## src/rtl/serial_rx_fifo.sv

```systemverilog
// First-word-fall-through byte FIFO behind serial_rx. It reports occupancy and almost-full,
// and holds a sticky overrun flag for bytes dropped while the FIFO is full.
module serial_rx_fifo #(
    parameter int unsigned DEPTH       = 16,
    parameter int unsigned DATA_WIDTH  = 8,
    parameter int unsigned AFULL_LEVEL = 12
) (
    input  logic                    i_clk,
    input  logic                    i_rst_n,
    input  logic                    i_wr,
    input  logic [DATA_WIDTH-1:0]   i_data,
    input  logic                    i_rd,
    input  logic                    i_clr_overrun,
    output logic                    o_valid,
    output logic [DATA_WIDTH-1:0]   o_data,
    output logic [$clog2(DEPTH):0]  o_count,
    output logic                    o_full,
    output logic                    o_afull,
    output logic                    o_overrun
);

    localparam int unsigned PtrW = $clog2(DEPTH);
    localparam int unsigned CntW = PtrW + 1;

    logic [DATA_WIDTH-1:0] mem_q [DEPTH];
    logic [PtrW-1:0]       wr_ptr_q, wr_ptr_d;
    logic [PtrW-1:0]       rd_ptr_q, rd_ptr_d;
    logic [CntW-1:0]       count_q, count_d;
    logic                  overrun_q, overrun_d;
    logic                  wr_ok, rd_ok, full;

    assign full  = (count_q == CntW'(DEPTH));
    assign rd_ok = i_rd && (count_q != '0);
    // A full FIFO still accepts a write when the head is popped in the same cycle.
    assign wr_ok = i_wr && (!full || rd_ok);

    always_comb begin
        wr_ptr_d  = wr_ptr_q;
        rd_ptr_d  = rd_ptr_q;
        count_d   = count_q;
        overrun_d = overrun_q;
        if (wr_ok) begin
            wr_ptr_d = wr_ptr_q + 1'b1;
        end
        if (rd_ok) begin
            rd_ptr_d = rd_ptr_q + 1'b1;
        end
        if (wr_ok && !rd_ok) begin
            count_d = count_q + 1'b1;
        end else if (rd_ok && !wr_ok) begin
            count_d = count_q - 1'b1;
        end
        // A new drop takes priority over a coincident clear.
        if (i_wr && !wr_ok) begin
            overrun_d = 1'b1;
        end else if (i_clr_overrun) begin
            overrun_d = 1'b0;
        end
    end

    always_ff @(posedge i_clk or negedge i_rst_n) begin
        if (!i_rst_n) begin
            wr_ptr_q  <= '0;
            rd_ptr_q  <= '0;
            count_q   <= '0;
            overrun_q <= 1'b0;
        end else begin
            wr_ptr_q  <= wr_ptr_d;
            rd_ptr_q  <= rd_ptr_d;
            count_q   <= count_d;
            overrun_q <= overrun_d;
        end
    end

    always_ff @(posedge i_clk) begin
        if (wr_ok) begin
            mem_q[wr_ptr_q] <= i_data;
        end
    end

    assign o_valid   = (count_q != '0);
    assign o_data    = o_valid ? mem_q[rd_ptr_q] : '0;
    assign o_count   = count_q;
    assign o_full    = full;
    assign o_afull   = (count_q >= CntW'(AFULL_LEVEL));
    assign o_overrun = overrun_q;

endmodule

```

## config.mk

```make
export PLATFORM = sky130hd
export DESIGN_NAME = serial_rx_fifo
export DESIGN_NICKNAME = d
export VERILOG_FILES = /design/src/rtl/serial_rx_fifo.sv
export SDC_FILE = /design/constraint.sdc
export NUM_CORES = 1
export LEC_CHECK = 0
export BUFFER_PORTS_ARGS = -buffer_cell sky130_fd_sc_hd__clkbuf_2
export CORE_MARGIN = 1.5
export CORE_UTILIZATION = 33
export CTS_BUF_LIST = sky130_fd_sc_hd__clkbuf_2 sky130_fd_sc_hd__clkbuf_4 sky130_fd_sc_hd__clkbuf_8
export DETAILED_ROUTE_END_ITERATION = 8
export PLACE_DENSITY = 0.53
export SLEW_MARGIN = 10
export SYNTH_ARGS = -nofsm -noshare
export SYNTH_HDL_FRONTEND = slang
export SYNTH_SLANG_ARGS = --single-unit
```

## constraint.sdc

```tcl
create_clock -name i_clk -period 3.3 [get_ports i_clk]
set_input_delay 0.825 -clock i_clk [delete_from_list [all_inputs] [get_ports i_clk]]
set_output_delay 0.825 -clock i_clk [all_outputs]
set_load 0.01 [all_outputs]
```

==> impl_results.md <==
* Final period util at 0.9617
* Syn_nets at 337
* CP arrival at 2.35 ns
* Final Hold Viols at 0
* Detail Placement HPWL at 7576 um
* Total track usage at 0.1394
* Clock tree buffer depth at 2
* Leak at 2.356 nW
* Synth Warn # at 0
* Synth Flop Type: edfxtp_1
* Final ANT Viol Nets at 0
* Switching Share at 0.3334
* Die extent in y at 136.9 um
* Sequential share of the synthesized area at 0.7087
* Final setup vio count at 0
* Area leader, netlist: edfxtp_1
* Adder-cell area share of the yosys netlist at 0.02452
* Synth top area share at 0.6495
* Crit Path Category: reg2out
* Number of synthesized flops with an enable pin at 128
* Final Worst Setup Slack at 0.1265 ns
* Max-capacitance violation count at 0
* Number of global-route vias before repair at 3103
* Largest net degree at the start of global routing at 28
* Slowest-stage cell, CP: dfrtp_4
* TNS Setup at 0 ns
* Clock transition at the registers of the reported paths at 0.08 ns
* Share of cells above drive strength 1 at 0.3218
* Largest family of logic cells by synthesized area: multiplexers
* Critical Path Fanout Max at 11
* Int Pwr at 3.768 mW
* Tot Pwr at 5.653 mW
* Row count at 48
* Pins Over Slew Limit at 0
* RSZ-0062 raised after global routing: no
* Cell Chain, Critical Path: buf_12 -> mux4_1 -> mux2_2 -> o21ai_0 -> a21oi_1 -> clkbuf_2
* Minimum clock period at 3.173 ns
* IO Pins at 30
* Placed Cells at 568
* Post-synthesis mux area share at 0.1575
* Wire per inst at 19.56 um
* Register bit count reported by yosys at 142
* N_diodes at 0
* CTS tree: yes
* Initial antenna violation count at 0
* Switching pwr at 1.884 mW
* Clk_lat worst skew at 0.43 ns
* Post-synthesis xor/xnor area fraction at 0.01332
* Die area at 18750 sq um
* Post-Synth Simple-Gate Area at 0.03932
* Clk sinks at 142
* Final std cells w/o fill at 601
* Comb power frac at 0.337
* Critical Path RT at 2.47 ns
* Clk root buf: clkbuf_8
* First-pass GRT wire length at 18420 um
* Number of buffers created by CTS at 17
* IO Port Bufs at 29
* Pre-CTS WS at 0.3799 ns
* CP Capture Type: output port
* Die Wd at 136.9 um
* Area Overhead vs Synth at 15.33%
* Starting DRC count in detailed routing at 245
* Final nets at 387
* Vias per Instance at 4.930
* Clock Power Share at 0.229
* Synthesized area per cell at 18.91 sq um
* Post-Route WL at 11760 um
* Post-route clock skew at 0.009329 ns
* H-tree depth at 4
* Crit-path max cell delay at 0.56 ns
* Fin util at 0.3919
* Yosys cell types at 37
* Ys async rst share at 0.09859
* Starting density of the core at 0.3398
* Total gr overflow at 0
* RD Place Congestion at 0.7120
* Largest cells by area after synthesis: edfxtp_1 65%, mux4_2 9.1%, dfrtp_1 5.9%
* Post-synthesis cell count at 313
* Cell area after synthesis at 5918 sq um
* Core ar. at 17420 sq um
* Slew margin rel. at 0.6167
* Synth Area in Compound Gates at 0.03171
* Hold Path Class: in2async
* Via count at 2963
* Run status: completed
* Drt pass-1 iters at 4
* Fmax at 315.1 MHz
* Power per cell area at 828.2 nW/um^2
* Startpoint types: flip-flop
* Sequential share of power at 0.434
* Worst vdd ir at 0.0005095 V
* DRC at 0
* Worst-Margin Slew at 0.5750 ns
## cell type report
type	instances	area (sq um)
Sequential cell	142	4198
Timing Repair Buffer	48	325.3
Fill cell	1598	10590
Multi-Input combinational cell	143	1602
Tap cell	225	281.5
Inverter	11	41.29
Clock inverter	14	136.4
Clock buffer	18	241.5
## Yosys cell counts (6+ instances only)
cell type and instances:
edfxtp_1 128, ha_1 10, clkbuf_1 6, inv_1 10, nand3_1 7, mux2i_1 8, dfrtp_1 14, o21ai_0 8
nand2_1 14, nor2_1 6, buf_2 6, mux4_2 24, a21oi_1 10, mux2_2 9, mux4_1 8, xnor2_1 7
## registers in the layout, indices dropped and copies added (netlist names)
register / count
mem_q: 128
o_count: 5
o_overrun: 1
rd_ptr_q: 4
wr_ptr_q: 4
## logic make-up (layout without fill, tap and decap cells)
group / count (synthesis) / count (layout)
flops: 142 / 142
buf+inv: 28 / 91
simple gates: 45 / 45
fa+ha+maj: 11 / 11
mux: 49 / 49
compound gates: 29 / 29
xor+xnor: 9 / 9
## per-layer routing
metal / GRT usage / vias up / share of wire
li1: - / 1367 / -
met1: 0.1828 / 1536 / 0.45
met2: 0.2259 / 56 / 0.50
met3: 0.03741 / 4 / 0.044
met4: 0.04503 / 0 / 0.0068
met5: 0 / - / 0
## layout by cell type (no fill, tap or decap), types with 2 or more instances in the layout
cell type / Yosys / final
a21oi_1: 10 / 10
and3_1: 4 / 4
buf_12: 1 / 3
buf_4: 3 / 16
clkbuf_2: 0 / 29
clkbuf_8: 0 / 17
clkinv_4: 0 / 6
dfrtp_1: 14 / 13
edfxtp_1: 128 / 128
ha_1: 10 / 10
inv_1: 10 / 10
inv_6: 0 / 3
mux2_2: 9 / 9
mux2i_1: 8 / 8
mux4_1: 8 / 8
mux4_2: 24 / 24
nand2_1: 14 / 14
nand3_1: 7 / 7
nand4_1: 2 / 2
nor2_1: 6 / 6
nor3_1: 4 / 4
nor4b_2: 0 / 4
o2111ai_1: 3 / 3
o21ai_0: 8 / 8
o21ai_1: 3 / 3
xnor2_1: 7 / 7
xor2_1: 2 / 2
## through the flow
stage	instance area (sq um)	hold WS [ns]
after floorplan	5918	0.5294
after global placement	6425	0.4813
after detailed placement	6425	0.4847
after CTS	6805	0.2833
after global routing	6825	0.3122
final	6825	0.3125
## critical path, delay by kind of cell (launching register included)
kind | cells | cell delay, ns
buffers and inverters | 2 | 0.34
AOI/OAI and AO/OA | 2 | 0.19
DFF | 1 | 0.56
muxes | 2 | 0.83
## power by group through the flow
stage | Clock (mW) | Combinational (mW) | Sequential, mW
final | 1.30 | 1.91 | 2.45
after floorplan | 0 | 1.45 | 2.34
after detailed placement | 0 | 1.89 | 2.52
after global routing | 1.42 | 2.11 | 2.49
after global placement | 0 | 1.88 | 2.51
after CTS | 1.35 | 1.90 | 2.48
## timing repair
item | 4_1_cts | 5_1_grt
buffers inserted | 0 | 1
gates cloned | 0 | 0
resized for setup | 1 | 2
endpoints found under the setup margin | 8 | 3
hold buffers | 0 | 0
pin swaps | 0 | 0
## final timing paths
check | from | end | slack [ns] | cells past startpoint
setup / recovery | rd_ptr_q[1]$_DFFE_PN0P_ | o_data[3] | 0.13 | 6
hold / removal | i_rst_n | o_count[0]$_DFFE_PN0P_ | 0.31 | 1
max in group asynchronous | i_rst_n | rd_ptr_q[1]$_DFFE_PN0P_ | 2.66 | 1
setup reg to reg | o_count[1]$_DFFE_PN0P_ | o_count[4]$_DFFE_PN0P_ | 0.42 | 10
hold reg to reg | o_overrun$_DFFE_PN0P_ | o_overrun$_DFFE_PN0P_ | 0.50 | 1
min in group i_clk | o_overrun$_DFFE_PN0P_ | o_overrun$_DFFE_PN0P_ | 0.50 | 1
Note: power is estimated with default switching activity, not from simulation.
